### config.mk
export PLATFORM = sky130hd
export DESIGN_NAME = spi_keys
export DESIGN_NICKNAME = d
export VERILOG_FILES = /design/src/rtl/spi_keys.sv
export SDC_FILE = /design/constraint.sdc
export NUM_CORES = 1
export LEC_CHECK = 0
export ABC_AREA = 1
export CAP_MARGIN = 20
export CORE_MARGIN = 2
export CORE_UTILIZATION = 60
export CTS_BUF_LIST = sky130_fd_sc_hd__clkbuf_16
export CTS_CLUSTER_DIAMETER = 60
export DETAILED_ROUTE_END_ITERATION = 12
export GPL_TIMING_DRIVEN = 0
export PLACE_DENSITY_LB_ADDON = 0.3
export SETUP_SLACK_MARGIN = 0.5
export SLEW_MARGIN = 10
export SYNTH_ARGS = -nofsm -noshare
export SYNTH_HDL_FRONTEND = slang
export SYNTH_SLANG_ARGS = --single-unit
### constraint.sdc
create_clock -name clk_g_i -period 24 [get_ports clk_g_i]
set_input_delay 6 -clock clk_g_i [delete_from_list [all_inputs] [get_ports clk_g_i]]
set_output_delay 6 -clock clk_g_i [all_outputs]
set_load 0.02 [all_outputs]
### src/rtl/spi_keys.sv
// spi_keys
//
// SPI slave (mode 0) that reports the state of one key per 8-bit frame.
// The master shifts in an 8-bit key index, MSB first. After the eighth SCK
// rising edge, MISO carries the pressed/released bit of that key. The bit is
// taken from a snapshot of the key bank that is captured when CS falls.
// All SPI pins and key inputs are oversampled by the system clock.
//
// Ports:
//   clk_g_i       system clock; every flop runs on it
//   rst_g_i       asynchronous, active-high reset
//   spi_clk_g_i   SCK from the master (idle low, sampled on the rising edge)
//   spi_mosi_g_i  key index from the master, MSB first
//   spi_miso_g_o  state of the addressed key (0 while CS is high)
//   spi_cs_g_i    chip select, active low
//   keys_i_g      raw key states, bit n = key n, 1 = pressed
//
// Parameter:
//   NUM_KEYS      number of key inputs, 1..256

module spi_keys #(
  parameter int NUM_KEYS = 89
) (
  input  logic                clk_g_i,
  input  logic                rst_g_i,
  input  logic                spi_clk_g_i,
  input  logic                spi_mosi_g_i,
  output logic                spi_miso_g_o,
  input  logic                spi_cs_g_i,
  input  logic [NUM_KEYS-1:0] keys_i_g
);

  logic [1:0]          sck_sync;
  logic [1:0]          mosi_sync;
  logic [1:0]          cs_sync;
  logic [NUM_KEYS-1:0] keys_meta;
  logic [NUM_KEYS-1:0] keys_sync;
  logic [NUM_KEYS-1:0] snapshot;

  logic                sck_prev;
  logic                cs_prev;
  logic                sck_rise;
  logic                cs_fall;
  logic                mosi_bit;

  logic [2:0]          bit_cnt;
  logic [6:0]          shift;
  logic [7:0]          index;
  logic [255:0]        snap_ext;
  logic                reply;

  // Two-flop synchronisers for every asynchronous input. The CS chain
  // resets to 1 so that releasing reset while CS is high does not look
  // like a CS falling edge.
  always_ff @(posedge clk_g_i or posedge rst_g_i) begin
    if (rst_g_i) begin
      sck_sync  <= 2'b00;
      mosi_sync <= 2'b00;
      cs_sync   <= 2'b11;
      keys_meta <= '0;
      keys_sync <= '0;
    end else begin
      sck_sync  <= {sck_sync[0], spi_clk_g_i};
      mosi_sync <= {mosi_sync[0], spi_mosi_g_i};
      cs_sync   <= {cs_sync[0], spi_cs_g_i};
      keys_meta <= keys_i_g;
      keys_sync <= keys_meta;
    end
  end

  // Edge detection. The detected pulses are registered, and MOSI is delayed
  // along with them. The bit that is shifted in is therefore the MOSI value
  // that was present when the rising edge was seen. This registration stage
  // is the "edge detect" cycle in the four-cycle pin-to-MISO latency.
  always_ff @(posedge clk_g_i or posedge rst_g_i) begin
    if (rst_g_i) begin
      sck_prev <= 1'b0;
      cs_prev  <= 1'b1;
      sck_rise <= 1'b0;
      cs_fall  <= 1'b0;
      mosi_bit <= 1'b0;
    end else begin
      sck_prev <= sck_sync[1];
      cs_prev  <= cs_sync[1];
      sck_rise <= sck_sync[1] & ~sck_prev;
      cs_fall  <= cs_prev & ~cs_sync[1];
      mosi_bit <= mosi_sync[1];
    end
  end

  // The key bank is frozen at the start of each CS-low period. Every reply
  // in that transaction comes from this copy.
  always_ff @(posedge clk_g_i or posedge rst_g_i) begin
    if (rst_g_i) begin
      snapshot <= '0;
    end else if (cs_fall) begin
      snapshot <= keys_sync;
    end
  end

  // The shift register holds the first seven bits of a frame. The eighth
  // bit comes straight from MOSI to complete the index. The snapshot is
  // zero-padded to the full 8-bit index space, so an index at or beyond
  // NUM_KEYS reads back 0 without a separate range compare.
  always_comb begin
    index                   = {shift, mosi_bit};
    snap_ext                = '0;
    snap_ext[NUM_KEYS-1:0]  = snapshot;
    reply                   = snap_ext[index];
  end

  // Frame engine. CS high discards any partial frame and forces MISO low.
  // While CS is low, each SCK rise shifts in one bit. On the 8th rise the
  // counter wraps, MISO is updated, and the next frame starts at once.
  // MISO then holds its value until the next 8th rise.
  always_ff @(posedge clk_g_i or posedge rst_g_i) begin
    if (rst_g_i) begin
      bit_cnt      <= 3'd0;
      shift        <= 7'd0;
      spi_miso_g_o <= 1'b0;
    end else if (cs_sync[1]) begin
      bit_cnt      <= 3'd0;
      shift        <= 7'd0;
      spi_miso_g_o <= 1'b0;
    end else if (sck_rise) begin
      shift   <= index[6:0];
      bit_cnt <= bit_cnt + 3'd1;
      if (bit_cnt == 3'd7) begin
        spi_miso_g_o <= reply;
      end
    end
  end

endmodule

==> flow_summary.toml <==
[floorplan]
coreArea_sq_mm = 0.0153
die_x_um = 129
die_h_um = 129
rows = 45
start_util_pct = 61.6
pin_count = 95
die-area_sq_mm = 0.0167

[route]
wl_um = 17800
antenna_left = 0
wire_per_inst_um = 17.6
via_per_inst = 5.23
drc = 0
drt_iter0_drc = 469
first_pass_iters = 6
num_vias = 5289

[final_layout]
finalNetCount = 878
stdcell_count = 1011
drive_above_1_share_pct = 18.0
mostFrequentLayoutCell = "dfrtp_1"
mostFrequentLayoutCells = "dfrtp_1 (286), nand2_1 (119), clkdlybuf4s50_1 (94)"
n_antenna_cell = 0
fin_area_sq_mm = 0.0115
utilization_pct = 75.6
syn2layout_area_growth_pct = 22.8

[global_route]
grt_usage_pct = 22.5
met3_usage_pct = 4.42
antenna_found_initial = 0
grt_max_degree = 108
grt-ovfl-total = 0
use_met1_pct = 30.9
grt.busiest_layer = "met2"
grt_pass1_vias = 5634
grt_pass1_wl_um = 28800
gr-usage-met2_pct = 36.4

[sta]
hold_ws_ns = 0.343
setup_violations = 0
slew-limit-headroom_pct = 61.0
finalMaxSlewViolations = 0
max_freq_mhz = 133
clock_skew_ns = 0.00896
period_share_pct = 31.2
hold_viol = 0
fin_ws_ns = 16.50
setup_tns_ns = 0
layout_min_cycle_time_ns = 7.50
tightest_slew_ns = 0.586
rsz0062_at_grt = "no"

[synth]
yosysTopAreaCellShare_pct = 76.2
netlist_top_cells_area = "dfrtp_1 (76%), mux2_2 (9.5%), nand2_1 (4.8%), nand3_1 (3.2%), o21ai_0 (1.4%)"
syn_nets = 753
syn_area_per_cell_sq_um = 14.3
synthAdderAreaFrac_pct = 0.266
synth_top_family_by_area = "multiplexers"
syn_area_sq_mm = 0.00940
yosysWarningCount = 0
synth-seq-cells = 289
synth.largest_area_cell = "dfrtp_1"
ys_seq_area_share_pct = 77.0
syn_inst = 657
synth_simple_gate_area_share_pct = 8.76
yosys.area_share.xor_xnor_pct = 0
synth_compound_gate_area_share_pct = 2.09
synth_cell_type_count = 19
synth_mux_area_share_pct = 9.47

[placed_design]
io_buffers = 94
pre_cts_ws_ns = 16.58
gp_congestion = 0.871
dpl.hpwl_um = 11100
placedInstanceArea_sq_mm = 0.0107
place_inst = 964

[setup_path]
crit_path_cell_trace = "clkdlybuf4s50_1"
start_kind = "flop"
crit_type = "reg2out"
cp.arrival_ns = 1.50
max_stage_delay_ns = 0.61
slowest_stage = "clkdlybuf4s50_1"
worst_setup_path_end_kind = "output pin"
path_delay_family = "buffers and inverters"
crit_buf_inv = 1
worst_ep_required_time_ns = 18.00
cp_max_fo = 2

[power_and_ir_drop]
switching_share_pct = 21.8
power.density_mw_per_mm2 = 90.0
leakagePower_nw = 5.19
power.switching_mw = 0.227
share_seq_of_total_power_pct = 52.4
peakVddDrop_v = 0.0000603
clkPwrFrac_pct = 40.4
power_frac_comb_pct = 7.3
finalPower_mw = 1.04
p_int_mw = 0.812

[cts]
clk_latency_ns = 0.53
cts.htree.levels = 1
cts_hold_buf = 0
path_clk_slew_ns = 0.06
cts_tree = "yes"
cts_setup_buffers = 0
cts_buffers = 27
post_cts_resized = 0
clockBufferDepth = 3
cts-root-buf = "clkbuf_16"
cts_sinks = 289

[hold_path]
hp-class = "reg2reg"

[flow_run]
maxCapViolations = 0

[outcome]
status = "finished, final reports clean"
[layer usage]
| layer | vias up | share of wire, % |
|---|---|---|
| met4 | 0 | 3.7 |
| li1 | 2399 | - |
| met5 | - | 0 |
| met1 | 2634 | 41 |
| met3 | 51 | 5.9 |
| met2 | 205 | 49 |
[flip-flops by register name, indices dropped and copies added, names as in the netlist]
name,cells
spi_miso_g_o,1
sck_prev,1
sck_sync,2
shift,7
keys_meta,89
cs_sync,2
bit_cnt,3
mosi_bit,1
snapshot,89
keys_sync,89
cs_fall,1
cs_prev,1
sck_rise,1
mosi_sync,2
[cells by family (layout without fill, tap and decap cells)]
kind of cell	Yosys count	count (layout)
simple gates	197	197
compound gates	39	39
mux	79	79
flops	289	289
fa+ha+maj	2	2
buf+inv	51	194
[power by group through the flow]
stage	clock network, mW	logic (mW)	registers [mW]
2_1_floorplan	0	0.0470	0.545
3_3_place_gp	0	0.0701	0.550
3_5_place_dp	0	0.0748	0.552
4_1_cts	0.427	0.0762	0.544
5_1_grt	0.448	0.0841	0.548
6_report	0.420	0.0754	0.544
[Yosys cell counts]
master	number
nand2_1	119
inv_1	21
ha_1	2
clkinv_1	1
buf_2	16
dfrtp_1	286
o22ai_1	1
nor2_1	14
buf_6	1
dfstp_2	3
a21oi_1	12
inv_2	2
o21ai_0	26
clkbuf_1	8
nor3_1	1
nand4_1	3
buf_4	2
mux2_2	79
nand3_1	60
[worst paths after layout]
check	from	depth (start not counted)	slack, ns	endpoint
setup / recovery	spi_miso_g_o	1	16.50	spi_miso_g_o
setup reg to reg	cs_fall	5	22.14	snapshot[78]
max in group asynchronous	rst_g_i	3	17.15	shift[5]
hold reg to reg	keys_meta[22]	0	0.34	keys_sync[22]
min in group asynchronous	rst_g_i	2	5.95	keys_meta[70]
hold / removal	keys_meta[22]	0	0.34	keys_sync[22]
[area by class of cell]
cell class | instances | area [sq um]
buffer | 27 | 136
clock buffer | 27 | 676
clock inverter | 20 | 200
fill | 961 | 3720
inverter | 24 | 97.6
multi-input combinational | 317 | 1930
sequential | 289 | 7240
tap | 211 | 264
timing repair buffer | 96 | 996
(Power assumes the default switching activity.)
